===== config.mk =====
export PLATFORM = sky130hd
export DESIGN_NAME = conc_stim_sequencer_flat
export DESIGN_NICKNAME = d
export VERILOG_FILES = /design/src/rtl/conc_stim_sequencer_if.sv /design/src/rtl/conc_stim_sequencer.sv /design/src/flat_wrapper.sv
export SDC_FILE = /design/constraint.sdc
export NUM_CORES = 1
export LEC_CHECK = 0
export CAP_MARGIN = 5
export CORE_MARGIN = 2
export CORE_UTILIZATION = 30
export CTS_CLUSTER_DIAMETER = 40
export DETAILED_ROUTE_END_ITERATION = 8
export DONT_BUFFER_PORTS = 1
export GPL_TIMING_DRIVEN = 0
export SYNTH_ARGS = -nofsm -noshare
export SYNTH_HDL_FRONTEND = slang
export SYNTH_SLANG_ARGS = --single-unit

===== constraint.sdc =====
create_clock -name clock -period 3.3 [get_ports clock]
set_input_delay 0.165 -clock clock [delete_from_list [all_inputs] [get_ports clock]]
set_output_delay 0.165 -clock clock [all_outputs]
set_load 0.01 [all_outputs]

===== src/rtl/conc_stim_sequencer_if.sv =====
// Program-load bus for the stimulus sequencer: host writes opcodes into
// the sequencer RAM with a valid/ready handshake.
interface conc_stim_sequencer_if #(
  parameter int ADDR_W = 7,
  parameter int X_W    = 6
);
  logic              ld_valid;
  logic              ld_ready;
  logic [ADDR_W-1:0] ld_addr;
  logic [X_W+1:0]    ld_data;

  modport master (output ld_valid, output ld_addr, output ld_data, input  ld_ready);
  modport slave  (input  ld_valid, input  ld_addr, input  ld_data, output ld_ready);
endinterface


===== src/rtl/conc_stim_sequencer.sv =====
// Opcode-stream player: replays a window of program RAM onto the b11
// datapath inputs, with loop count, hold, abort and a per-opcode trace.
module conc_stim_sequencer #(
  parameter int ADDR_W = 7,
  parameter int DEPTH  = 101,
  parameter int X_W    = 6,
  parameter int LOOP_W = 4
) (
  input  logic                  clock,
  input  logic                  reset,
  conc_stim_sequencer_if.slave  ld_if,
  input  logic                  start,
  input  logic [ADDR_W-1:0]     first_addr,
  input  logic [ADDR_W-1:0]     last_addr,
  input  logic [LOOP_W-1:0]     loops,
  input  logic                  hold,
  input  logic                  abort,
  output logic [X_W-1:0]        x_in,
  output logic                  stbi,
  output logic                  obs,
  output logic                  busy,
  output logic                  done,
  output logic                  err,
  output logic                  trace_valid,
  output logic [ADDR_W-1:0]     trace_pc
);

  typedef enum logic [1:0] {S_IDLE, S_RUN, S_PAUSE, S_DONE} state_t;

  localparam logic [ADDR_W:0] LP_DEPTH = (ADDR_W+1)'(DEPTH);

  state_t             r_state;
  state_t             w_next;
  logic [X_W+1:0]     r_mem [DEPTH];
  logic [ADDR_W-1:0]  r_pc;
  logic [ADDR_W-1:0]  r_first;
  logic [ADDR_W-1:0]  r_last;
  logic [LOOP_W-1:0]  r_loop_cnt;
  logic [X_W+1:0]     r_op;
  logic [ADDR_W-1:0]  r_trace_pc;
  logic               r_trace_valid;
  logic               r_err;

  logic w_idle_like;
  logic w_wr_acc;
  logic w_wr_inrange;
  logic w_start_req;
  logic w_win_ok;
  logic w_start_ok;
  logic w_start_bad;
  logic w_at_last;
  logic w_emit;
  logic w_clear;

  assign w_idle_like    = (r_state == S_IDLE) || (r_state == S_DONE);
  assign ld_if.ld_ready = w_idle_like;
  assign w_wr_acc       = ld_if.ld_valid && w_idle_like;
  assign w_wr_inrange   = {1'b0, ld_if.ld_addr} < LP_DEPTH;
  // A write in the same cycle always wins over start.
  assign w_start_req    = start && w_idle_like && !ld_if.ld_valid;
  assign w_win_ok       = (first_addr <= last_addr) && ({1'b0, last_addr} < LP_DEPTH);
  assign w_start_ok     = w_start_req && w_win_ok;
  assign w_start_bad    = w_start_req && !w_win_ok;
  assign w_at_last      = (r_pc == r_last);

  always_ff @(posedge clock or negedge reset) begin
    if (!reset) begin
      r_state <= S_IDLE;
    end else begin
      r_state <= w_next;
    end
  end

  always_comb begin
    w_next  = r_state;
    w_emit  = 1'b0;
    w_clear = 1'b0;
    case (r_state)
      S_IDLE: begin
        if (w_start_ok) w_next = S_RUN;
      end
      S_DONE: begin
        if (w_wr_acc)        w_next = S_IDLE;
        else if (w_start_ok) w_next = S_RUN;
      end
      S_RUN: begin
        if (abort) begin
          w_next  = S_IDLE;
          w_clear = 1'b1;
        end else if (hold) begin
          w_next = S_PAUSE;
        end else begin
          w_emit = 1'b1;
          if (w_at_last && (r_loop_cnt == '0)) w_next = S_DONE;
        end
      end
      S_PAUSE: begin
        // Resuming costs one cycle; emission restarts from the frozen pc.
        if (abort) begin
          w_next  = S_IDLE;
          w_clear = 1'b1;
        end else if (!hold) begin
          w_next = S_RUN;
        end
      end
      default: w_next = S_IDLE;
    endcase
  end

  always_ff @(posedge clock) begin
    if (w_wr_acc && w_wr_inrange) r_mem[ld_if.ld_addr] <= ld_if.ld_data;
  end

  always_ff @(posedge clock or negedge reset) begin
    if (!reset) begin
      r_pc          <= '0;
      r_first       <= '0;
      r_last        <= '0;
      r_loop_cnt    <= '0;
      r_op          <= '0;
      r_trace_pc    <= '0;
      r_trace_valid <= 1'b0;
      r_err         <= 1'b0;
    end else begin
      r_trace_valid <= w_emit;
      r_err         <= (w_wr_acc && !w_wr_inrange) || w_start_bad;
      if (w_start_ok) begin
        r_pc       <= first_addr;
        r_first    <= first_addr;
        r_last     <= last_addr;
        r_loop_cnt <= loops;
      end
      if (w_emit) begin
        r_op       <= r_mem[r_pc];
        r_trace_pc <= r_pc;
        if (!w_at_last) begin
          r_pc <= r_pc + 1'b1;
        end else if (r_loop_cnt != '0) begin
          r_loop_cnt <= r_loop_cnt - 1'b1;
          r_pc       <= r_first;
        end
      end
      if (w_clear) r_op <= '0;
    end
  end

  assign {obs, stbi, x_in} = r_op;
  assign busy        = (r_state == S_RUN) || (r_state == S_PAUSE);
  assign done        = (r_state == S_DONE);
  assign err         = r_err;
  assign trace_valid = r_trace_valid;
  assign trace_pc    = r_trace_pc;

endmodule

===== src/flat_wrapper.sv =====
// flat-port wrapper written by rule: the top's interface ports become plain ports
module conc_stim_sequencer_flat 
#(
  parameter int ADDR_W = 7,
  parameter int DEPTH  = 101,
  parameter int X_W    = 6,
  parameter int LOOP_W = 4
)
  (clock, reset, start, first_addr, last_addr, loops, hold, abort, x_in, stbi, obs, busy, done, err, trace_valid, trace_pc, ld_if_ld_valid, ld_if_ld_addr, ld_if_ld_data, ld_if_ld_ready);
  conc_stim_sequencer_if #(.ADDR_W(ADDR_W), .X_W(X_W)) ld_if_i ();
  input  logic clock;
  input  logic reset;
  input  logic start;
  input  logic [ADDR_W-1:0] first_addr;
  input  logic [ADDR_W-1:0] last_addr;
  input  logic [LOOP_W-1:0] loops;
  input  logic hold;
  input  logic abort;
  output logic [X_W-1:0] x_in;
  output logic stbi;
  output logic obs;
  output logic busy;
  output logic done;
  output logic err;
  output logic trace_valid;
  output logic [ADDR_W-1:0] trace_pc;
  input wire logic [$bits(ld_if_i.ld_valid)-1:0] ld_if_ld_valid;
  input wire logic [$bits(ld_if_i.ld_addr)-1:0] ld_if_ld_addr;
  input wire logic [$bits(ld_if_i.ld_data)-1:0] ld_if_ld_data;
  output wire logic [$bits(ld_if_i.ld_ready)-1:0] ld_if_ld_ready;
  assign ld_if_i.ld_valid = ld_if_ld_valid;
  assign ld_if_i.ld_addr = ld_if_ld_addr;
  assign ld_if_i.ld_data = ld_if_ld_data;
  assign ld_if_ld_ready = ld_if_i.ld_ready;
  conc_stim_sequencer #(.ADDR_W(ADDR_W), .DEPTH(DEPTH), .X_W(X_W), .LOOP_W(LOOP_W)) u_core (.clock(clock), .reset(reset), .ld_if(ld_if_i), .start(start), .first_addr(first_addr), .last_addr(last_addr), .loops(loops), .hold(hold), .abort(abort), .x_in(x_in), .stbi(stbi), .obs(obs), .busy(busy), .done(done), .err(err), .trace_valid(trace_valid), .trace_pc(trace_pc));
endmodule

# Word level (Yosys, flattened, before mapping)
# Memory sizes are Yosys's and may differ from the RTL's.
# Index checks and enable logic that the tools add are counted.
[word_totals]
memories = 1
register_bits = 44
in_bits = 39
ramBits = 808
output_inout_bits = 20
wordCells = 67
[classes]
n_reduce_logical = 21
eq_ne = 6
addsub = 2
n_lt_le_gt_ge = 3
mux = 25
[mem_list]
columns = ["name", "depth", "word_bits", "read_ports", "rd_ports_with_merged_regs", "wr", "line_no", "rtl"]
rows = [
  ["u_core.r_mem", 101, 8, 1, 0, 1, "conc_stim_sequencer.sv:34", "logic [X_W+1:0] r_mem [DEPTH];"],
]
[op_table]
columns = ["cell", "n"]
rows = [
  ["7-bit 2-to-1 mux", 4],
  ["4-bit 2-to-1 mux", 4],
  ["8-bit 2-to-1 mux", 2],
  ["7-bit < comparator, second input constant", 2],
  ["2-bit 2-to-1 mux", 7],
  ["1-bit logical AND", 9],
  ["2-bit case mux with 4 select lines", 1],
  ["7-bit by 1-bit adder with 7-bit output, second input constant", 1],
  ["7-bit equality test", 1],
  ["7-bit <= comparator", 1],
  ["1-bit 2-to-1 mux", 7],
  ["2-bit equality test, second input constant", 2],
  ["4-bit logical NOT", 1],
  ["4-bit by 3-bit inequality test with 1-bit output, second input constant", 1],
  ["4-bit nonzero test", 1],
  ["4-bit by 1-bit subtractor with 4-bit output, second input constant", 1],
  ["1-bit logical NOT", 3],
  ["1-bit logical OR", 3],
  ["3-bit inequality test, second input constant", 1],
  ["2-bit by 1-bit equality test with 1-bit output, second input constant", 1],
  ["2-bit logical NOT", 1],
  ["2-bit AND reduction", 1],
  ["2-bit nonzero test", 1],
  ["2-bit OR reduction", 1],
]

# Depth between registers and ports, before layout
# Gate-level depths: netlist (run 1).
[depth]
word_depth = 9
depth_mapped = 12
mapped_depth_nobuf = 9

# Worst setup path before layout (run 1)
# Ideal clock, no wire load.
[synth_path]
kind = "register -> register"
from = "register u_core.r_pc[0]"
to = "register u_core.r_op[0]"
stages_incl_launch_ff = 10
setup_time_ps = 135
required_time_ps = 3165
slack_ps = 867
t_arrival_ps = 2298
period_less_slack_ps = 2433
path_buffers = 5
path_cell_list = "dfrtp_1 > buf_6 > buf_12 > buf_6 > buf_6 > buf_2 > mux4_2 > a221oi_1 > o2111ai_1 > nand3b_1"
[synth_between]
elab_chain_cells = 3
[synth_lines]
columns = ["item", "line_no", "rtl"]
rows = [
  ["start, declared", "conc_stim_sequencer.sv:35", "logic [ADDR_W-1:0] r_pc;"],
  ["start signal, assigned", "conc_stim_sequencer.sv:128", "r_pc <= first_addr;"],
  ["start signal, assigned", "conc_stim_sequencer.sv:137", "r_pc <= r_pc + 1'b1;"],
  ["start signal, assigned", "conc_stim_sequencer.sv:140", "r_pc <= r_first;"],
  ["memory 101 x 8 bit", "n/a", ""],
  ["8-bit 2-to-1 mux", "conc_stim_sequencer.sv:133", "if (w_emit) begin"],
  ["8-bit 2-to-1 mux", "conc_stim_sequencer.sv:143", "if (w_clear) r_op <= '0;"],
  ["end signal, assigned", "conc_stim_sequencer.sv:134", "r_op <= r_mem[r_pc];"],
  ["end, declared", "conc_stim_sequencer.sv:39", "logic [X_W+1:0] r_op;"],
]
# No other way between the ends. The select of a mux whose other input is x is not followed.
# A chain may end at the register's enable or synchronous reset.

# Final worst setup path (run 1)
[layout_path]
from = "register u_core.r_state[0]"
to = "memory u_core.r_mem[13][2] in the netlist's numbering (enable)"
[layout_between]
elab_chain_cells = 6
word_cells_on_any_way = 7
classes_between = "eq/ne (1); mux (2); reduce/logical (4)"
[layout_lines]
columns = ["item", "line_no", "rtl"]
rows = [
  ["start, declared", "conc_stim_sequencer.sv:32", "state_t r_state;"],
  ["start signal, assigned", "conc_stim_sequencer.sv:70", "r_state <= w_next;"],
  ["2-bit equality test or 2-bit logical NOT (tied branches)", "conc_stim_sequencer.sv:55", "assign w_idle_like = (r_state == S_IDLE) || (r_state == S_DONE);"],
  ["1-bit logical OR (*)", "conc_stim_sequencer.sv:55", ""],
  ["via ld_if_ld_ready", "flat_wrapper.sv:30", "output wire logic [$bits(ld_if_i.ld_ready)-1:0] ld_if_ld_ready;"],
  ["1-bit logical AND (*)", "conc_stim_sequencer.sv:57", "assign w_wr_acc = ld_if.ld_valid && w_idle_like;"],
  ["1-bit logical AND (*)", "conc_stim_sequencer.sv:111", "if (w_wr_acc && w_wr_inrange) r_mem[ld_if.ld_addr] <= ld_if.ld_data;"],
  ["1-bit 2-to-1 mux (*)", "conc_stim_sequencer.sv:111", ""],
  ["1-bit 2-to-1 mux (not written as such) (*)", "conc_stim_sequencer.sv:111", ""],
  ["end, declared", "conc_stim_sequencer.sv:34", ""],
]
# Mark *: on every way through the listed nets, which the timed path passes. The rest lies on a longest branch.

==> metrics.cfg, run 1 <==
[die]
core-area_um2 = 112000
die_x_um = 340
rows = 123
dieHeight_um = 340
ios = 59
start_util_pct = 30.2
dieArea_um2 = 116000

[setup_path]
required_ps = 3600
timing.rr.end = u_core.r_mem[13][2]
timing.rr.start = u_core.r_state[0]
startpoint_type = flop
crit_slowest_cell = nor2_2
ff2ff_path_depth = 7
crit_fanout = 8
arrival_ps = 3840
cp_cell_sequence = inv_1, ha_1, inv_1, nand2_1, nor3b_1, nand2_1, nor2_2
r2r_slack_ps = -240
endpoint_kind = flop
slowest_delay_ps = 610
critPathKind = reg -> reg

[placement]
port_buffers = 0
detailed_place_hpwl_um = 61500
gp_congestion = 0.916
placed_cell_area_um2 = 35800
placed_cells = 3210

[cts]
cts_max_level = 3
root_buffer = clkbuf_16
cts_tree = done
clock_latency_ps = 680
numCtsBuffers = 109
clock-sinks = 852
clock_path_buffers = 3
cts.clk_slew.worst_paths_ps = 60

[timing]
rsz0062_at_grt = yes
slew_violations = 0
finalWorstSetupSlack_ps = -242
maxSlewHeadroom_pct = 0.929
hold_viol = 0
setup_violations = 454
tightest_slew_ps = 1490
fmax_ghz = 0.282
fin_skew_ps = 28.5
layout_min_cycle_time_ps = 3540
period_share_pct = 107

[synth]
ys_types = 64
synth_top_area_share_pct = 71.6
syn-instance-count = 1709
yosys_register_bits = 852
synth_edf_count = 808
netlist_area_um2 = 33900
yosysWarningCount = 0
synth_flop_cell = edfxtp_1
synth_seq_area_share_pct = 74.9
synth_area_leaders = edfxtp_1 (72%), mux4_2 (13%), dfrtp_1 (3.3%), mux2i_1 (2.2%), nor2_1 (1.5%)
yosysTopAreaCell = edfxtp_1
synth.avg_cell_area_um2 = 19.8
synth_fp_nets = 1761
ys_async_sr_fraction_pct = 5.16

[job]
cap_violations = 0

[min_path]
hold_start = ld_if_ld_addr[6]
holdPathStages = 3
worst_hold_path.endpoint = u_core.r_mem[96][7]
hold_class = in -> reg

[outcome]
violations = setup timing
run_status = finished, violations left

[cells_and_area]
finalNetCount = 1916
postLayoutCellArea_um2 = 40600
final_cells = 3459
syn_to_final_growth_pct = 20.0
seqCellArea_um2 = 25400
n_fill_cell = 10274
multi_input_area_um2 = 8360
drive_above_1_share_pct = 29.3

[route]
drc = 0
drt_iter0_markers = 2495
ant_nets = 0
viasPerCell = 5.19
avgRoutedWirePerCell_um = 27.2
first_pass_iters = 5
totalWireLength_um = 94100
dr_total_vias = 17958

[global_routing]
grt_busiest_layer = met2
grtUsageMet1_pct = 21.8
grt_max_degree = 102
grtUsageMet2_pct = 24.5
grt_pass1_wl_um = 134000
grt_use_met3_pct = 5.02
grt.overflow.total = 0
grt.total_usage_pct = 16.1
grt_antenna_before_repair = 5
grt_pass1_vias = 18163

[pwr]
ir_drop_uv = 443
pwr_density_cell_nw_per_um2 = 818
power.leakage_nw = 12.8

Yosys cell counts (all sizes together) (3+ instances only):
cell	count
nand3	19
and2	3
nand2b	11
edfxtp	808
xnor2	4
nor4b	3
a22o	6
a211oi	13
nor3	13
o2bb2ai	3
nand3b	9
o211ai	7
nand2	79
and3	3
a2111oi	6
inv	25
a22oi	6
nor2b	9
mux4	198
o21ai	9
o22ai	21
mux2i	75
nor2	131
a21oi	30
nor3b	8
clkbuf	28
mux2	15
o32ai	4
o2111ai	4
dfrtp	44
buf	61
ha	13
xor2	8
a221oi	4
nand4	6
cell families (layout without fill, tap and decap cells):
family,count (synthesis),after routing,share of synthesized area (%)
compound gates,126,126,2.60
simple gates,304,304,4.14
xor+xnor,12,12,0.310
flops,852,852,74.9
mux,288,288,15.9
other cells,0,1,0
buf+inv,114,363,1.69
fa+ha+maj,13,13,0.480
metal layers:
metal | routed length, um | up-vias
met5 | 41 | -
met1 | 37600 | 9443
li1 | - | 7342
met3 | 10700 | 163
met4 | 3090 | 6
met2 | 42700 | 1004
power by group:
group          leakage [nW]  switching (mW)  internal [mW]  total (mW)
Clock                  1.74            4.79           7.03        11.8
Sequential             7.81           0.308           12.1        12.4
Combinational          3.25            5.33           3.66        8.99
how the worst max path moves through the flow:
stage                          end              start  cells past startpoint  slack (ps)
2_1_floorplan       u_core.r_op[0]     u_core.r_pc[0]                      9         870
3_3_place_gp        u_core.r_op[1]     u_core.r_pc[2]                      8       -1690
3_5_place_dp        u_core.r_op[2]     u_core.r_pc[4]                      7       -1480
4_1_cts        u_core.r_mem[14][2]  u_core.r_state[0]                      7        -170
5_1_grt        u_core.r_mem[67][5]  u_core.r_state[0]                      7        -220
6_report       u_core.r_mem[13][2]  u_core.r_state[0]                      7        -240
placed cells by master, fill, tap and decap left out, types with 12 or more instances in the layout:
cell type      Yosys  layout
ha_1              13      13
o22ai_1           21      21
buf_2             22      18
nor2_1           131      55
edfxtp_1         808     808
dfrtp_1           44      44
clkinvlp_4         0      19
a21oi_1           30      30
clkbuf_16          0     110
clkbuf_1          28      33
dlygate4sd3_1      0      34
inv_1             24      24
nand2_1           79      79
mux4_2           198     198
nor2_2             0      59
mux2i_1           75      61
nand3_1           18      18
a211oi_1          13      13
mux2_2            15      15
nor2_4             0      17
buf_6             10      12
clkinv_1           0      12
buf_4              7      16
repair_timing:
action	4_1_cts	5_1_grt
pin swaps	3	4
setup endpoints to repair	329	676
hold endpoints to repair	881	0
setup buffers	0	1
gates resized for setup	147	68
hold buffers	43	0
registers in the layout, indices dropped and copies added, names as in the netlist:
register	flops
u_core.trace_pc	7
u_core.r_loop_cnt	4
u_core.r_last	7
u_core.r_mem	808
u_core.trace_valid	1
u_core.err	1
u_core.r_op	8
u_core.r_pc	7
u_core.r_first	7
u_core.r_state	2
per-stage QoR:
stage	setup TNS, ps	util [%]	setup WS (ps)	hold slack [ps]	total power, mW
after floorplan	0	-	867	-131	17.7
after global placement	-9380	31.9	-1690	-129	20.8
after detailed placement	-32590	31.9	-1480	-129	20.9
after CTS	-6690	36.0	-172	19.2	33.3
after global routing	-61880	36.2	-224	39.3	34.2
final	-56530	36.2	-242	36.2	33.2
area by class of cell:
| cell class | instances | share of cell area [%] |
|---|---|---|
| inverter | 25 | 0.231 |
| timing repair buffer | 46 | 1.52 |
| buffer | 87 | 1.59 |
| clock buffer | 125 | 6.94 |
| antenna | 1 | 0.00616 |
| tap | 1500 | 4.62 |
| clock inverter | 80 | 2.12 |
| multi-input combinational | 743 | 20.6 |
| sequential | 852 | 62.4 |
critical path: cells and delay by family (launching register included):
kind	cells	cell delay, ps
and+or+nand+nor	4	2010
adders and majority gates	1	430
DFF	1	410
buffers and inverters	2	310
(Power assumes the default switching activity.)
==> run 2: changes to the inputs <==
Settings changed: CORE_UTILIZATION 30 to 60, PLACE_DENSITY set to 0.73.
==> metrics.cfg, run 2 (synthesis results as in run 1) <==
[outcome]
run_status = finished, violations left  ; unchanged
violations = capacitance limit, slew limit, setup timing  ; was setup timing

[placement]
gp_congestion = 1.02  ; was 0.916
detailed_place_hpwl_um = 55600  ; was 61500 um
place_ws_ps = -1000  ; was -1480 ps
port_buffers = 0  ; unchanged

[die]
ios = 59  ; unchanged
core-area_um2 = 56100  ; was 112000 um2
start_util_pct = 60.4  ; was 30.2%
dieArea_um2 = 58400  ; was 116000 um2
dieHeight_um = 242  ; was 340 um
rows = 87  ; was 123
die_x_um = 242  ; was 340 um

[cells_and_area]
layout_commonest_cell = edfxtp_1  ; unchanged
mostFrequentLayoutCells = edfxtp_1 (808), mux4_2 (198), clkbuf_16 (103), nand2_1 (79), nor2_1 (74)  ; was edfxtp_1 (808), mux4_2 (198), clkbuf_16 (110), nand2_1 (79), mux2i_1 (61)
syn_to_final_growth_pct = 15.7  ; was 20.0%
reg_top3 = u_core.r_mem (808), u_core.r_op (8)  ; unchanged
largest-register = u_core.r_mem  ; unchanged
utilization_pct = 69.9  ; was 36.2%
drive_above_1_share_pct = 27.6  ; was 29.3%
finalNetCount = 1907  ; was 1916
largest_register_ffs = 808  ; unchanged

[setup_path]
required_ps = 3570  ; was 3600 ps
critPathKind = reg -> reg  ; unchanged
crit_slowest_cell = nor2_1  ; was nor2_2
cp_cell_sequence = inv_1, ha_1, inv_1, nand2_1, nor3_1, nand2_1, nor2_1  ; was inv_1, ha_1, inv_1, nand2_1, nor3b_1, nand2_1, nor2_2
arrival_ps = 3740  ; was 3840 ps
cp_top_family = simple AND/OR/NAND/NOR gates  ; unchanged
slowest_delay_ps = 790  ; was 610 ps
cp_num_buf_inv = 2  ; unchanged
startpoint_type = flop  ; unchanged
endpoint_kind = flop  ; unchanged
crit_fanout = 8  ; unchanged

[pwr]
intPower_mw = 22.1  ; was 22.8 mW
ir_drop_uv = 468  ; was 443 uV
switching_share_pct = 31.1  ; was 31.4%
pwr_density_cell_nw_per_um2 = 820  ; was 818 nW/um2
power.share.sequential_pct = 38.7  ; was 37.4%
clockPowerShare_pct = 34.4  ; was 35.6%
switching_power_mw = 9.99  ; was 10.4 mW
total_power_mw = 32.1  ; was 33.2 mW
power.leakage_nw = 12.6  ; was 12.8 nW
combPwrFrac_pct = 26.9  ; was 27.1%

[route]
first_pass_iters = 8  ; was 5
viasPerCell = 6.74  ; was 5.19
ant_nets = 0  ; unchanged
avgRoutedWirePerCell_um = 33.2  ; was 27.2 um
dr_total_vias = 18201  ; was 17958
drc = 0  ; unchanged
drt_iter0_markers = 2498  ; was 2495
totalWireLength_um = 89600  ; was 94100 um

[min_path]
hold_class = in -> async  ; was in -> reg

[global_routing]
grt_pass1_wl_um = 128000  ; was 134000 um
grt.overflow.total = 0  ; unchanged
grt_pass1_vias = 18160  ; was 18163
grt_antenna_before_repair = 3  ; was 5
grt.total_usage_pct = 31.1  ; was 16.1%
grt_max_degree = 102  ; unchanged

[timing]
period_share_pct = 105  ; was 107%
maxSlewHeadroom_pct = -0.400  ; was 0.929%
fin_skew_ps = 23.3  ; was 28.5 ps
holdWs_ps = 21.3  ; was 36.2 ps
layout_min_cycle_time_ps = 3470  ; was 3540 ps
slew_violations = 10  ; was 0
tns_ps = -6500  ; was -56530 ps
fmax_ghz = 0.288  ; was 0.282 GHz
rsz0062_at_grt = yes  ; unchanged
hold_viol = 0  ; unchanged
tightest_slew_ps = 1510  ; was 1490 ps
setup_violations = 95  ; was 454
finalWorstSetupSlack_ps = -168  ; was -242 ps

[cts]
numCtsBuffers = 102  ; was 109
cts.clk_slew.worst_paths_ps = 60  ; about the same
clock_latency_ps = 660  ; was 680 ps
cts_tree = done  ; unchanged
clock_path_buffers = 3  ; unchanged
cts_max_level = 3  ; unchanged
clock-sinks = 852  ; unchanged
root_buffer = clkbuf_16  ; unchanged

[job]
cap_violations = 1  ; was 0

[run 2: what timing repair did]
item                                    CTS  global route
buffers inserted                          1             0
resized for setup                        78            80
endpoints found under the hold margin   881             0
endpoints found under the setup margin   38           550
hold buffers                             43             0
[run 2: worst register-to-register path, delay by kind of cell (launching register included)]
kind                     cells  cell delay, ps
adder cells (fa/ha/maj)      1             430
buffers and inverters        2             270
flip-flops                   1             390
AND/OR/NAND/NOR              4            1980
[run 2: cell type report]
type                    count  area [um2]
diodes                      2        5.00
clock inverters            75         738
flip-flops and latches    852       25400
well taps                 756         946
repair buffers             44         596
inverters                  25        97.6
plain buffers              87         602
multi-input cells         743        8180
fillers                  3331       16900
clock buffers             115        2640
[run 2: worst paths after layout]
| kind | startpoint | to | slack, ps | depth (start not counted) |
|---|---|---|---|---|
| max in group asynchronous | reset | u_core.r_pc[6] | 3060 | 2 |
| max reg2reg | u_core.r_state[0] | u_core.r_mem[35][7] | -170 | 7 |
| min reg2reg | u_core.r_first[6] | u_core.r_first[6] | 510 | 1 |
| min in group clock | ld_if_ld_valid | u_core.r_state[0] | 90 | 3 |
| max | u_core.r_state[0] | u_core.r_mem[35][7] | -170 | 7 |
| min | reset | u_core.r_state[0] | 20 | 2 |
[run 2: metrics by stage]
| step | instances | cell area (um2) |
|---|---|---|
| after detailed placement | 2465 | 34800 |
| after floorplan | 1709 | 33900 |
| after CTS | 2698 | 39000 |
| after global placement | 2465 | 34800 |
| final | 2699 | 39200 |
| after global routing | 2697 | 39200 |
[run 2: power by group through the flow]
stage | combinational [mW] | sequential, mW | clock (mW)
after global routing | 8.91 | 12.4 | 11.5
after detailed placement | 7.93 | 12.6 | 0
after CTS | 8.41 | 12.4 | 11.1
final | 8.66 | 12.4 | 11.0
after global placement | 7.86 | 12.6 | 0
after floorplan | 5.25 | 12.5 | 0
[run 2: metal layers]
| layer | GRT usage [%] | vias to the layer above | share of wire, % |
|---|---|---|---|
| met3 | 10.4 | 232 | 13 |
| li1 | - | 7301 | - |
| met5 | 0 | - | 0.031 |
| met1 | 42.3 | 9365 | 37 |
| met4 | 15.4 | 4 | 4.9 |
| met2 | 45.6 | 1299 | 45 |
